`src/rtl/ps2_key_sequencer.sv`:
```
// Decodes PS/2 set-2 scan-code bytes into command-key events, tracks held keys,
// and queues events in a first-word-fall-through FIFO with a valid/ready handshake.
module ps2_key_sequencer #(
    parameter int DEPTH     = 4,
    parameter int REPEAT_EN = 0,
    parameter int TIMEOUT   = 100000
) (
    input  logic                   clk,
    input  logic                   rst_n,
    input  logic                   rx_valid,
    input  logic [7:0]             rx_byte,
    input  logic                   rx_err,
    output logic                   evt_valid,
    input  logic                   evt_ready,
    output logic [2:0]             evt_code,
    output logic [4:0]             held,
    output logic [$clog2(DEPTH):0] evt_count,
    output logic                   overflow,
    input  logic                   ovf_clr,
    output logic                   seq_err
);

    localparam int AW = $clog2(DEPTH);
    localparam int CW = AW + 1;
    localparam int TW = $clog2(TIMEOUT + 1);
    localparam logic [TW-1:0] TO_LAST = TW'(TIMEOUT - 1);

    localparam logic [2:0] CODE_NONE  = 3'd0;
    localparam logic [2:0] CODE_ENTER = 3'd1;
    localparam logic [2:0] CODE_SPACE = 3'd2;
    localparam logic [2:0] CODE_BKSP  = 3'd3;
    localparam logic [2:0] CODE_UP    = 3'd4;
    localparam logic [2:0] CODE_DOWN  = 3'd5;

    typedef enum logic [2:0] {IDLE, EXT, BRK, EXT_BRK, SKIP} state_t;

    state_t         state, state_nx;
    logic [2:0]     skip_cnt, skip_nx;
    logic [TW-1:0]  to_cnt, to_nx;
    logic [4:0]     held_nx;
    logic           seq_err_nx;
    logic [2:0]     make_code, brk_code;
    logic           push;
    logic [2:0]     push_code;

    logic [2:0]     mem [DEPTH];
    logic [AW-1:0]  wr_ptr, rd_ptr;
    logic           full, pop, push_ok, drop;

    function automatic logic [4:0] code_mask(input logic [2:0] code);
        case (code)
            CODE_ENTER: return 5'b00001;
            CODE_SPACE: return 5'b00010;
            CODE_BKSP:  return 5'b00100;
            CODE_UP:    return 5'b01000;
            CODE_DOWN:  return 5'b10000;
            default:    return 5'b00000;
        endcase
    endfunction

    // NOTE: every output of this block gets a default first, so no path can infer a latch.
    always_comb begin
        state_nx   = state;
        skip_nx    = skip_cnt;
        to_nx      = to_cnt;
        seq_err_nx = 1'b0;
        make_code  = CODE_NONE;
        brk_code   = CODE_NONE;

        if (rx_err) begin
            state_nx   = IDLE;
            to_nx      = '0;
            seq_err_nx = (state != IDLE);
        end else if (rx_valid) begin
            to_nx = '0;
            case (state)
                IDLE: begin
                    case (rx_byte)
                        8'hE0: state_nx = EXT;
                        8'hF0: state_nx = BRK;
                        8'hE1: begin
                            state_nx = SKIP;
                            skip_nx  = 3'd7;
                        end
                        8'h5A: make_code = CODE_ENTER;
                        8'h29: make_code = CODE_SPACE;
                        8'h66: make_code = CODE_BKSP;
                        default: ;
                    endcase
                end
                EXT: begin
                    state_nx = IDLE;
                    case (rx_byte)
                        8'hF0: state_nx = EXT_BRK;
                        8'hE0: state_nx = EXT;
                        8'h75: make_code = CODE_UP;
                        8'h72: make_code = CODE_DOWN;
                        8'h5A: make_code = CODE_ENTER;
                        default: ;
                    endcase
                end
                BRK: begin
                    state_nx = IDLE;
                    case (rx_byte)
                        8'h5A: brk_code = CODE_ENTER;
                        8'h29: brk_code = CODE_SPACE;
                        8'h66: brk_code = CODE_BKSP;
                        default: ;
                    endcase
                end
                EXT_BRK: begin
                    state_nx = IDLE;
                    case (rx_byte)
                        8'h75: brk_code = CODE_UP;
                        8'h72: brk_code = CODE_DOWN;
                        8'h5A: brk_code = CODE_ENTER;
                        default: ;
                    endcase
                end
                SKIP: begin
                    skip_nx = skip_cnt - 3'd1;
                    if (skip_cnt == 3'd1) state_nx = IDLE;
                end
                default: state_nx = IDLE;
            endcase
        end else if (state != IDLE) begin
            if (to_cnt == TO_LAST) begin
                state_nx   = IDLE;
                to_nx      = '0;
                seq_err_nx = 1'b1;
            end else begin
                to_nx = to_cnt + 1'b1;
            end
        end

        // A make of an already-held key is a typematic repeat.
        push      = (make_code != CODE_NONE) &&
                    (((held & code_mask(make_code)) == 5'b0) || (REPEAT_EN != 0));
        push_code = make_code;
        held_nx   = (held | code_mask(make_code)) & ~code_mask(brk_code);
    end

    assign evt_valid = (evt_count != '0);
    assign full      = (evt_count == CW'(DEPTH));
    assign pop       = evt_valid && evt_ready;
    assign push_ok   = push && (!full || pop);
    assign drop      = push && full && !pop;
    assign evt_code  = evt_valid ? mem[rd_ptr] : 3'd0;

    // NOTE: sequential state uses non-blocking assignments so every register samples pre-edge values.
    always_ff @(posedge clk) begin
        if (!rst_n) begin
            state     <= IDLE;
            skip_cnt  <= '0;
            to_cnt    <= '0;
            held      <= '0;
            seq_err   <= 1'b0;
            wr_ptr    <= '0;
            rd_ptr    <= '0;
            evt_count <= '0;
            overflow  <= 1'b0;
        end else begin
            state    <= state_nx;
            skip_cnt <= skip_nx;
            to_cnt   <= to_nx;
            held     <= held_nx;
            seq_err  <= seq_err_nx;
            if (push_ok) wr_ptr <= wr_ptr + 1'b1;
            if (pop)     rd_ptr <= rd_ptr + 1'b1;
            case ({push_ok, pop})
                2'b10:   evt_count <= evt_count + 1'b1;
                2'b01:   evt_count <= evt_count - 1'b1;
                default: ;
            endcase
            if (drop)         overflow <= 1'b1;
            else if (ovf_clr) overflow <= 1'b0;
        end
    end

    // NOTE: storage is not reset; emptiness is tracked by evt_count and evt_code is masked when empty.
    always_ff @(posedge clk) begin
        if (push_ok) mem[wr_ptr] <= push_code;
    end

endmodule

```
`config.mk`:
```
export PLATFORM = sky130hd
export DESIGN_NAME = ps2_key_sequencer
export DESIGN_NICKNAME = d
export VERILOG_FILES = /design/src/rtl/ps2_key_sequencer.sv
export SDC_FILE = /design/constraint.sdc
export NUM_CORES = 1
export LEC_CHECK = 0
export BUFFER_PORTS_ARGS = -buffer_cell sky130_fd_sc_hd__buf_2
export CORE_MARGIN = 2
export CORE_UTILIZATION = 40
export CTS_CLUSTER_SIZE = 25
export DETAILED_ROUTE_END_ITERATION = 12
export GPL_TIMING_DRIVEN = 0
export PLACE_DENSITY_LB_ADDON = 0.05
export SYNTH_ARGS = -nofsm -noshare
export SYNTH_HDL_FRONTEND = slang
export SYNTH_SLANG_ARGS = --single-unit
```
`constraint.sdc`:
```
create_clock -name clk -period 5.7 [get_ports clk]
set_input_delay 1.14 -clock clk [delete_from_list [all_inputs] [get_ports clk]]
set_output_delay 1.14 -clock clk [all_outputs]
set_load 0.02 [all_outputs]
```
=== Word-level counts from Yosys, hierarchy flattened ===
Memory sizes are Yosys's and may differ from the RTL's. A register that Yosys moved wholly into a read port is not among the register bits.
Cells that the tools add are included.

* Bits in writable memories: 12
* Flip-flop bits (word level): 37
* Output and inout port bits: 14
* Memories: 1

* Multiplexer cells: 32
* Eq/ne operators: 30
* Reduce and logical (&&, ||, !) cells: 22
* Add/subtract/negate cells: 6
* Bitwise gates (word level): 6

{| class="wikitable"
|+ Memories
! name !! words !! bits a word !! rd ports !! clocked after Yosys merged registers in !! write ports !! line !! source
|-
| mem || 4 || 3 || 1 || 1 || 1 || 46 || <nowiki>logic [2:0] mem [DEPTH];</nowiki>
|}

{| class="wikitable"
|+ Operators by type and width
! kind !! number
|-
| $pmux 5 s5 || 2
|-
| $eq 8x7->1 const B || 4
|-
| $mux 3 || 10
|-
| $pmux 3 s3 || 3
|-
| $eq 8x8->1 const B || 3
|-
| $pmux 3 s2 || 4
|-
| $eq 3x2->1 const B || 6
|-
| $eq 3x3->1 const B || 6
|-
| $add 17x1->17 const B || 1
|-
| $eq 17x17->1 const B || 1
|-
| $mux 17 || 1
|-
| $eq 3x1->1 const B || 4
|-
| $and 5x5->5 || 2
|-
| $reduce_bool 2->1 || 5
|-
| $reduce_bool 3->1 || 3
|-
| $eq 8x6->1 const B || 1
|-
| $mux 1 || 8
|-
| $reduce_and 4->1 || 2
|-
| $pmux 2 s3 || 1
|-
| $sub 3x1->3 const B || 2
|-
| $logic_and 1x1->1 || 5
|-
| $logic_not 5->1 || 1
|-
| $ne 5x4->1 const B || 1
|-
| $not 5->5 || 1
|-
| other kinds (15) || 19
|}

=== Logic depth before layout (Yosys ltp) ===
Gate-level depths: netlist (run 1).

* Depth in word-level cells: 13
* Gate-level depth with buffers: 13
* Depth with buffers taken out: 12

=== Least setup slack after synthesis (run 1) ===
OpenSTA, ideal clock, no wires.

* Path type: in2reg
* Start point: input port rx_valid
* End point: register evt_count[2]
* Setup slack: 1763 ps
* Data required time: 5637 ps
* Stages: 13
* Data arrival time: 3874 ps
* Library setup time: 63 ps
* Cell sequence: buf_4 > or3b_4 > a2111oi_4 > o21ai_2 > clkinv_2 > a211oi_2 > o21ai_0 > inv_1 > fa_1 > or4b_2 > o21ai_0 > a41oi_1 > nand3_1

* Longest elaborated chain between the ends: 10
* Elaborated cells between the ends (all ways): 17
* Classes of those cells: eq/ne (7); mux (4); bitwise (1); reduce/logical (5)

{| class="wikitable"
|+ RTL lines
! item !! line !! source
|-
| from (decl) || 10 || <nowiki>input logic rx_valid,</nowiki>
|-
| $mux 3 * || 74 || <nowiki>end else if (rx_valid) begin</nowiki>
|-
| $mux 3 * || 70 || <nowiki>if (rx_err) begin</nowiki>
|-
| net make_code[0] || 42 || <nowiki>logic [2:0] make_code, brk_code;</nowiki>
|-
| $eq 3x3->1, or another cell as far along || 51 || <nowiki>case (code)</nowiki>
|-
| $pmux 5 s5 || 51 ||
|-
| $and 5x5->5 || 138 || <nowiki>(((held & code_mask(make_code)) == 5'b0) || (REPEAT_EN != 0));</nowiki>
|-
| $logic_not 5->1 || 138 ||
|-
| $logic_and 1x1->1 * || 137 || <nowiki>push = (make_code != CODE_NONE) &&</nowiki>
|-
| $logic_and 1x1->1 * || 146 || <nowiki>assign push_ok = push && (!full || pop);</nowiki>
|-
| $eq 2x1->1 or $eq 2x2->1 (tied branches) || 170 || <nowiki>case ({push_ok, pop})</nowiki>
|-
| $pmux 3 s2 or $reduce_bool 2->1 (tied branches) || n/a ||
|-
| to (signal assigned) || 171 || <nowiki>2'b10: evt_count <= evt_count + 1'b1;</nowiki>
|-
| to (signal assigned) || 172 || <nowiki>2'b01: evt_count <= evt_count - 1'b1;</nowiki>
|-
| to (decl) || 17 || <nowiki>output logic [$clog2(DEPTH):0] evt_count,</nowiki>
|}

Mark *: on every way through the listed nets, which the timed path passes. The rest lies on a longest branch.
A chain may end at the register's enable or synchronous reset.

=== Final worst setup path (run 1) ===
Same ends and word-level chain as after synthesis.

==> results of run 1 <==
power by group:
group / total, mW / internal [mW] / switching (mW)
Sequential: 0.368 / 0.368 / 0.000408
Combinational: 0.0307 / 0.0114 / 0.0193
Clock: 0.254 / 0.131 / 0.124
Total: 0.654 / 0.510 / 0.143
worst paths after layout:
check         startpoint            to  cells past startpoint
max             rx_valid  evt_count[2]                     13
min          skip_cnt[1]   skip_cnt[1]                      2
max reg2reg     state[2]  evt_count[2]                     13
min reg2reg  skip_cnt[1]   skip_cnt[1]                      2
sequential cells by signal, summed over array words and instances, names as in the netlist, named ones only:
name / count
wr_ptr: 2
state: 3
to_cnt: 17
held: 5
mem: 12
overflow: 1
rd_ptr: 2
evt_count: 3
skip_cnt: 3
seq_err: 1
worst min-delay path: stages, from the launching register on:
cell     delay (ns)
dfxtp_1        0.32
nand2_1        0.05
a21oi_1        0.05
cells by family after synthesis:
family,after synthesis
AOI/OAI and AO/OA,45
buffers and inverters,23
adders and majority gates,8
and+or+nand+nor,152
xor gates and xnor gates,20
muxes,4
DFF,51
stage by stage:
step / std cells / total power [mW]
after detailed placement: 408 / 0.408
after CTS: 416 / 0.662
after global placement: 408 / 0.408
after global routing: 416 / 0.682
after floorplan: 303 / 0.395
final: 416 / 0.654
cells in the mapped netlist, types with 2 or more instances:
master    instances  share of area (%)
clkbuf_1          8                1.1
a22oi_1           2               0.54
o21ai_0          13                2.3
a21o_1            2               0.54
nand4b_1          2               0.63
nor2_1           41                5.5
dfxtp_1          39                 28
edfxtp_1         12                 13
inv_1             9                1.2
nor3_1           11                2.0
nor2b_1           2               0.45
nor4b_1           5                1.6
nor4_1            3               0.68
nand2_1          23                3.1
a211oi_1          2               0.54
or2_2             2               0.45
and3_1            7                1.6
and2_1            8                1.8
a41oi_1           2               0.63
nand2b_1          5                1.1
nand3b_1          5                1.4
mux4_2            3                2.4
xnor2_1           6                1.9
a21oi_1          14                2.5
nand4_1           8                1.8
o211ai_1          3               0.81
or4b_2            2               0.72
xor2_1           14                4.4
and3b_1           2               0.63
or3_1             7                1.6
ha_1              7                3.2
nand3_1           7                1.3
routing by layer:
metal / GRT usage, % / vias to the layer above
li1: - / 1154
met1: 21.4 / 1022
met2: 25.3 / 26
met3: 3.03 / 6
met4: 4.90 / 0
met5: 0 / -
cells in the final DEF, fill, tap and decap left out, types with 7 or more instances in the layout:
master    synthesis  final
o21ai_0          13     13
edfxtp_1         12     12
a21oi_1          14     14
or3_1             7      7
inv_1             9      9
and3_1            7      7
nor3_1           11     11
buf_2             1     26
xor2_1           14     14
dfxtp_1          39     39
nand3_1           7      7
nor2_1           41     41
nand2_1          23     23
clkbuf_1          8      8
nand4_1           8      8
and2_1            8      8
ha_1              7      7
layout make-up:
| type | count | area (um^2) |
|---|---|---|
| Tap cell | 80 | 100 |
| Clock inverter | 3 | 43.8 |
| Fill cell | 659 | 3640 |
| Sequential cell | 51 | 1140 |
| Clock buffer | 5 | 68.8 |
| Buffer | 11 | 53.8 |
| Timing Repair Buffer | 25 | 125 |
| Inverter | 12 | 46.3 |
| Multi-Input combinational cell | 229 | 1530 |
==> summary.md, run 1 <==
| Metric | Value |
|---|---|
| Status | `completed` |
| Drt pass-1 iters | `4` |
| Post-Syn Area | `between 0.002 and 0.003 mm^2` |
| Fin Clk Skew | `0.0102 ns` |
| Adder-cell share of the synthesized area | `approximately 3.9%` |
| Critical Path AT | `about 4.2 ns` |
| Die X | `between 80 and 90 um` |
| Iteration-0 DRC Markers | `69` |
| Largest family of logic cells by synthesized area | `simple AND/OR/NAND/NOR gates` |
| CTS clk-pin slew, worst paths | `0.10 ns` |
| Met3 Routed Length | `between 150 and 200 um` |
| Crit-path max FO | `9` |
| Leak Pwr | `~1.1 nW` |
| PnR worst setup slack | `1.79 ns` |
| Hold buffer count at CTS | `0` |
| Metal2 WL | `2600 um` |
| Post-route cell area | `around 0.0031 mm^2` |
| Wirelength per Cell | `around 14 um` |
| Simple-Gate Fraction of Synth Area | `30.9%` |
| Fin util | `a little under half` |
| Final Hold Vio Count | `0` |
| Max Cap Violations | `0` |
| Critical path's top delay family | `simple AND/OR/NAND/NOR gates` |
| Critical Path RT | `slightly below 6 ns` |
| Gr usage total | `15.7%` |
| Largest net degree at the start of global routing | `17` |
| Drt total wl | `around 5600 um` |
| Area fraction in compound gates after synthesis | `11.4%` |
| Vias in the first global route | `~2000` |
| Dpl ws | `between 1 and 1.5 ns` |
| Post-synthesis register bit count | `51` |
| FFs w/ async S/R, synth | `0%` |
| Dpl hpwl | `~4300 um` |
| Pins over their slew limit | `0` |
| DR vias | `2208` |
| WHS | `roughly 0.47 ns` |
| Fin Setup TNS | `0 ns` |
| Clk root buf | `clkbuf_8` |
| Clock sinks | `slightly above 50` |
| Antenna viol nets, final | `0` |
| Ys flop type | `dfxtp_1` |
| Crit path capture type | `register` |
| Mapped Avg Cell Area | `9.15 um^2` |
| ANT cells | `0` |
| Buf/Inv on CP | `3` |
| Htree depth | `2` |
| Post-synthesis xor/xnor area fraction | `approximately 6.3%` |
| CP cell instances | `buf_4 > nor3b_4 > nand3b_1 > or3_4 > inv_2 > a211oi_2 > o21ai_0 > inv_1 > fa_1 > or4b_2 > o21ai_0 > a41oi_1 > nand3_1` |
| Mux contribution to synthesized area | `2.80%` |
| Mapped Nets | `approximately 330` |
| Max incr delay on CP | `between 0.6 and 0.7 ns` |
| Unrepaired setup endpoints after global routing | `no` |
| Critical path class | `in -> reg` |
| Die Area | `0.00762 mm^2` |
| Synth-to-layout area growth | `12.2%` |
| # Post-CTS Setup Buffers | `0` |
| Synth warn | `0` |
| Max Root-Sink Buffers | `2` |
| Num CTS Buffers | `5` |
| First-pass GRT wire length | `9590 um` |
| Slowest stage cell, crit path | `or4b_2` |
| CP startpoint kind | `primary input` |
| Total grt overflow | `0` |
| Max_slew headroom | `between 60% and 70%` |
| Drt drc | `0` |
| Fmax | `between 0.2 and 0.3 GHz` |
| HP Class | `reg -> reg` |
| Number of I/O pins | `28` |
| P per Cell Area | `between 200 and 250 mW/mm^2` |
| Die Height | `87.3 um` |
| Final period utilization | `~70%` |
| Mean number of vias per cell | `around 5.3` |
| Initial antenna violation count | `0` |
| Buffers on Ports | `25` |
| Maximum VDD drop | `around 0.085 mV` |
| Core Region | `between 0.006 and 0.007 mm^2` |
| Crit path top cell by count | `o21ai_0` |
| Worst-Margin Slew | `0.580 ns` |
| Number of synthesized flops with an enable pin | `12` |
| Tmin final | `about 3.9 ns` |
| Register-to-register setup slack | `between 2 and 2.5 ns` |
| FP Rows | `30` |
| Count of unique library cells instantiated by Yosys | `59` |
| Starting density of the core | `between 40% and 50%` |
| Final setup fails | `0` |
| Wl on met1 | `between 2000 and 3000 um` |
| Top layer in use | `met4` |
| Dpl cell area | `approximately 0.003 mm^2` |
| NumNets Final | `357` |
| Register area share after synthesis | `slightly above 40%` |
| Final GP Congestion | `~0.82` |
| CTS tree | `done` |
| Post_cts resized | `0` |
| Worst-Skew Late Latency | `slightly above 0.3 ns` |
| Layout cell share with drive strength beyond 1 | `between 10% and 20%` |
| Post-Syn Instances | `303` |
(Power assumes the default switching activity.)
==> run 2, diff against run 1 <==
Clock period 5.7 ns to 3.6 ns, I/O delays scaled along.
==> run 2 against run 1 <==
Effect of this change:
- combinational power grew 64%
- clock-buffer cell count is the same
- non-clock buffer count grew 2
- sequential share of layout area shrank 0.21 points
- wire length grew 0.46%
- clock skew grew 0.00094 ns
- power grew 59%
- worst hold slack lost 0.0031 ns
- register-to-register slack lost 2.0 ns
- worst setup slack lost 1.5 ns
==> summary.md, run 2 (synthesized netlist as in run 1, its figures left out) <==
| Metric | Value |
|---|---|
| Regs by FF count | `to_cnt: 17 flops, mem: 12 flops, held: 5 flops` |
| Iteration-0 DRC Markers | `approximately 70` |
| DR vias | `2220` |
| Final period utilization | `92.6%` |
| Final setup fails | `0` |
| Htree depth | `2` |
| Num CTS Buffers | `5` |
| Synth-to-layout area growth | `12.8%` |
| Leading cell type in the layout, fill and taps excluded | `nor2_1` |
| Buf/Inv on CP | `3` |
| Dpl hpwl | `between 4000 and 5000 um` |
| Final Hold Vio Count | `0` |
| Die Area | `0.00762 mm^2` |
| Die Height | `between 80 and 90 um` |
| Tmin final | `~3.3 ns` |
| Reg2Reg Depth | `13` |
| Critical Path Stages | `13` |
| Max incr delay on CP | `about 0.67 ns` |
| Comb pwr share | `4.9%` |
| Gr usage total | `between 10% and 20%` |
| First-pass GRT wire length | `~9600 um` |
| Max reg flops | `17` |
| Sw frac | `22.0%` |
| Area taken by multi-input logic gates | `0.00154 mm^2` |
| Fillers | `660` |
| Worst-Margin Slew | `slightly below 0.6 ns` |
| Fmax | `about 0.30 GHz` |
| CTS clk-pin slew, worst paths | `roughly 0.10 ns` |
| Reg2reg end | `evt_count[2]` |
| P per Cell Area | `331 mW/mm^2` |
| Reg-to-Reg Start | `state[0]` |
| Max Root-Sink Buffers | `2` |
| FP Rows | `30` |
| Most frequent cells in the layout | `nor2_1 (41), dfxtp_1 (39), buf_2 (26), nand2_1 (23)` |
| Hold buffer count at CTS | `0` |
| Largest register by flop count | `to_cnt` |
| Sw power | `about 0.23 mW` |
| CP endpoint | `evt_count[2]` |
| Drt pass-1 iters | `4` |
| ANT cells | `0` |
| Mean number of vias per cell | `approximately 5.3` |
| Critical path class | `in -> reg` |
| Drt total wl | `between 5000 and 6000 um` |
| Vias in the first global route | `just over 2000` |
| Antenna viol nets, final | `0` |
| Register-to-register setup slack | `around 0.36 ns` |
| Critical Path RT | `roughly 3.9 ns` |
| CTS tree | `done` |
| Crit path from | `rx_valid` |
| Critical Path AT | `around 3.6 ns` |
| Pint | `0.809 mW` |
| Largest net degree at the start of global routing | `17` |
| Die X | `87.3 um` |
| Final GP Congestion | `roughly 0.8` |
| Seq. cell area | `roughly 0.0011 mm^2` |
| Layout cell share with drive strength beyond 1 | `between 15 and 20%` |
| Leak Pwr | `about 1.1 nW` |
| Fin util | `a little under half` |
| Total grt overflow | `0` |
| Maximum VDD drop | `roughly 0.13 mV` |
| Initial antenna violation count | `0` |
| Fin Clk Skew | `between 0.01 and 0.015 ns` |
| Clk root buf | `clkbuf_8` |
| Buffers on Ports | `25` |
| Starting density of the core | `41.1%` |
| Max Cap Violations | `0` |
| Drt drc | `0` |
| CP cell instances | `buf_4 > nor3b_4 > nand3b_1 > or3_4 > inv_2 > a211oi_2 > o21ai_1 > inv_1 > fa_2 > or4b_2 > o21ai_0 > a41oi_1 > nand3_1` |
| Worst-Skew Late Latency | `roughly 0.31 ns` |
| Crit-path max FO | `9` |
| CP startpoint kind | `primary input` |
| Clock sinks | `51` |
| Core Region | `a little under 0.007 mm^2` |
| Reg power frac | `approximately 56%` |
| Wirelength per Cell | `around 14 um` |
| WHS | `0.462 ns` |
| Power share of the clock group | `38.9%` |
| Status | `completed` |
| Critical path's top delay family | `simple AND/OR/NAND/NOR gates` |
| Pins over their slew limit | `0` |
| Max_slew headroom | `around three fifths` |
| Unrepaired setup endpoints after global routing | `no` |
| HP Class | `reg -> reg` |
| NumNets Final | `359` |
| Number of I/O pins | `28` |
| Crit path capture type | `register` |
| Slowest stage cell, crit path | `or4b_2` |
[run 2: worst min-delay path, cell delays in order, from the launching register on]
cell and delay, ns:
dfxtp_1 0.32, nand2_1 0.05, a21oi_1 0.05
[run 2: repair_timing]
item	4_1_cts	5_1_grt
endpoints found under the setup margin	0	2
resized for setup	0	2
buffers inserted	0	2
[run 2: worst min-delay path by stage]
stage,startpoint,end,slack (ns),cells after the start
finish,skip_cnt[1],skip_cnt[1],0.46,2
global route,skip_cnt[1],skip_cnt[1],0.51,2
CTS,skip_cnt[1],skip_cnt[1],0.46,2
detailed placement,skip_cnt[1],skip_cnt[1],0.45,2
global placement,skip_cnt[1],skip_cnt[1],0.44,2
floorplan,skip_cnt[1],skip_cnt[1],0.43,2
[run 2: per-stage QoR]
step	cells	TNS (ns)	cell area [um^2]	setup WS [ns]	power, mW
after global routing	418	0	3130	0.0114	1.08
after floorplan	303	0	2770	0.0830	0.626
after global placement	408	-0.206	3000	-0.198	0.646
after detailed placement	408	-0.228	3000	-0.210	0.646
final	418	0	3130	0.267	1.04
after CTS	416	0	3110	0.113	1.05
[run 2: layer usage]
layer / up-vias / routed length [um] / global-route usage (%)
met5: - / 0 / 0
met4: 0 / 79 / 4.90
met3: 6 / 156 / 3.03
met2: 27 / 2640 / 25.3
met1: 1033 / 2790 / 21.4
li1: 1154 / - / -
[run 2: power by group through the flow]
| stage | registers (mW) | clock network, mW | logic (mW) |
|---|---|---|---|
| detailed placement | 0.597 | 0 | 0.0489 |
| floorplan | 0.597 | 0 | 0.0291 |
| global route | 0.584 | 0.441 | 0.0564 |
| global placement | 0.597 | 0 | 0.0492 |
| finish | 0.583 | 0.403 | 0.0504 |
| CTS | 0.583 | 0.415 | 0.0492 |
[run 2: final cells by class]
type                            instances  area share, %
Sequential cell                        51           36.5
Inverter                               12           1.48
Clock inverter                          3           1.40
Clock buffer                            5           2.20
Tap cell                               80           3.20
Timing Repair Buffer                   27           4.48
Buffer                                 11           1.72
Multi-Input combinational cell        229           49.1
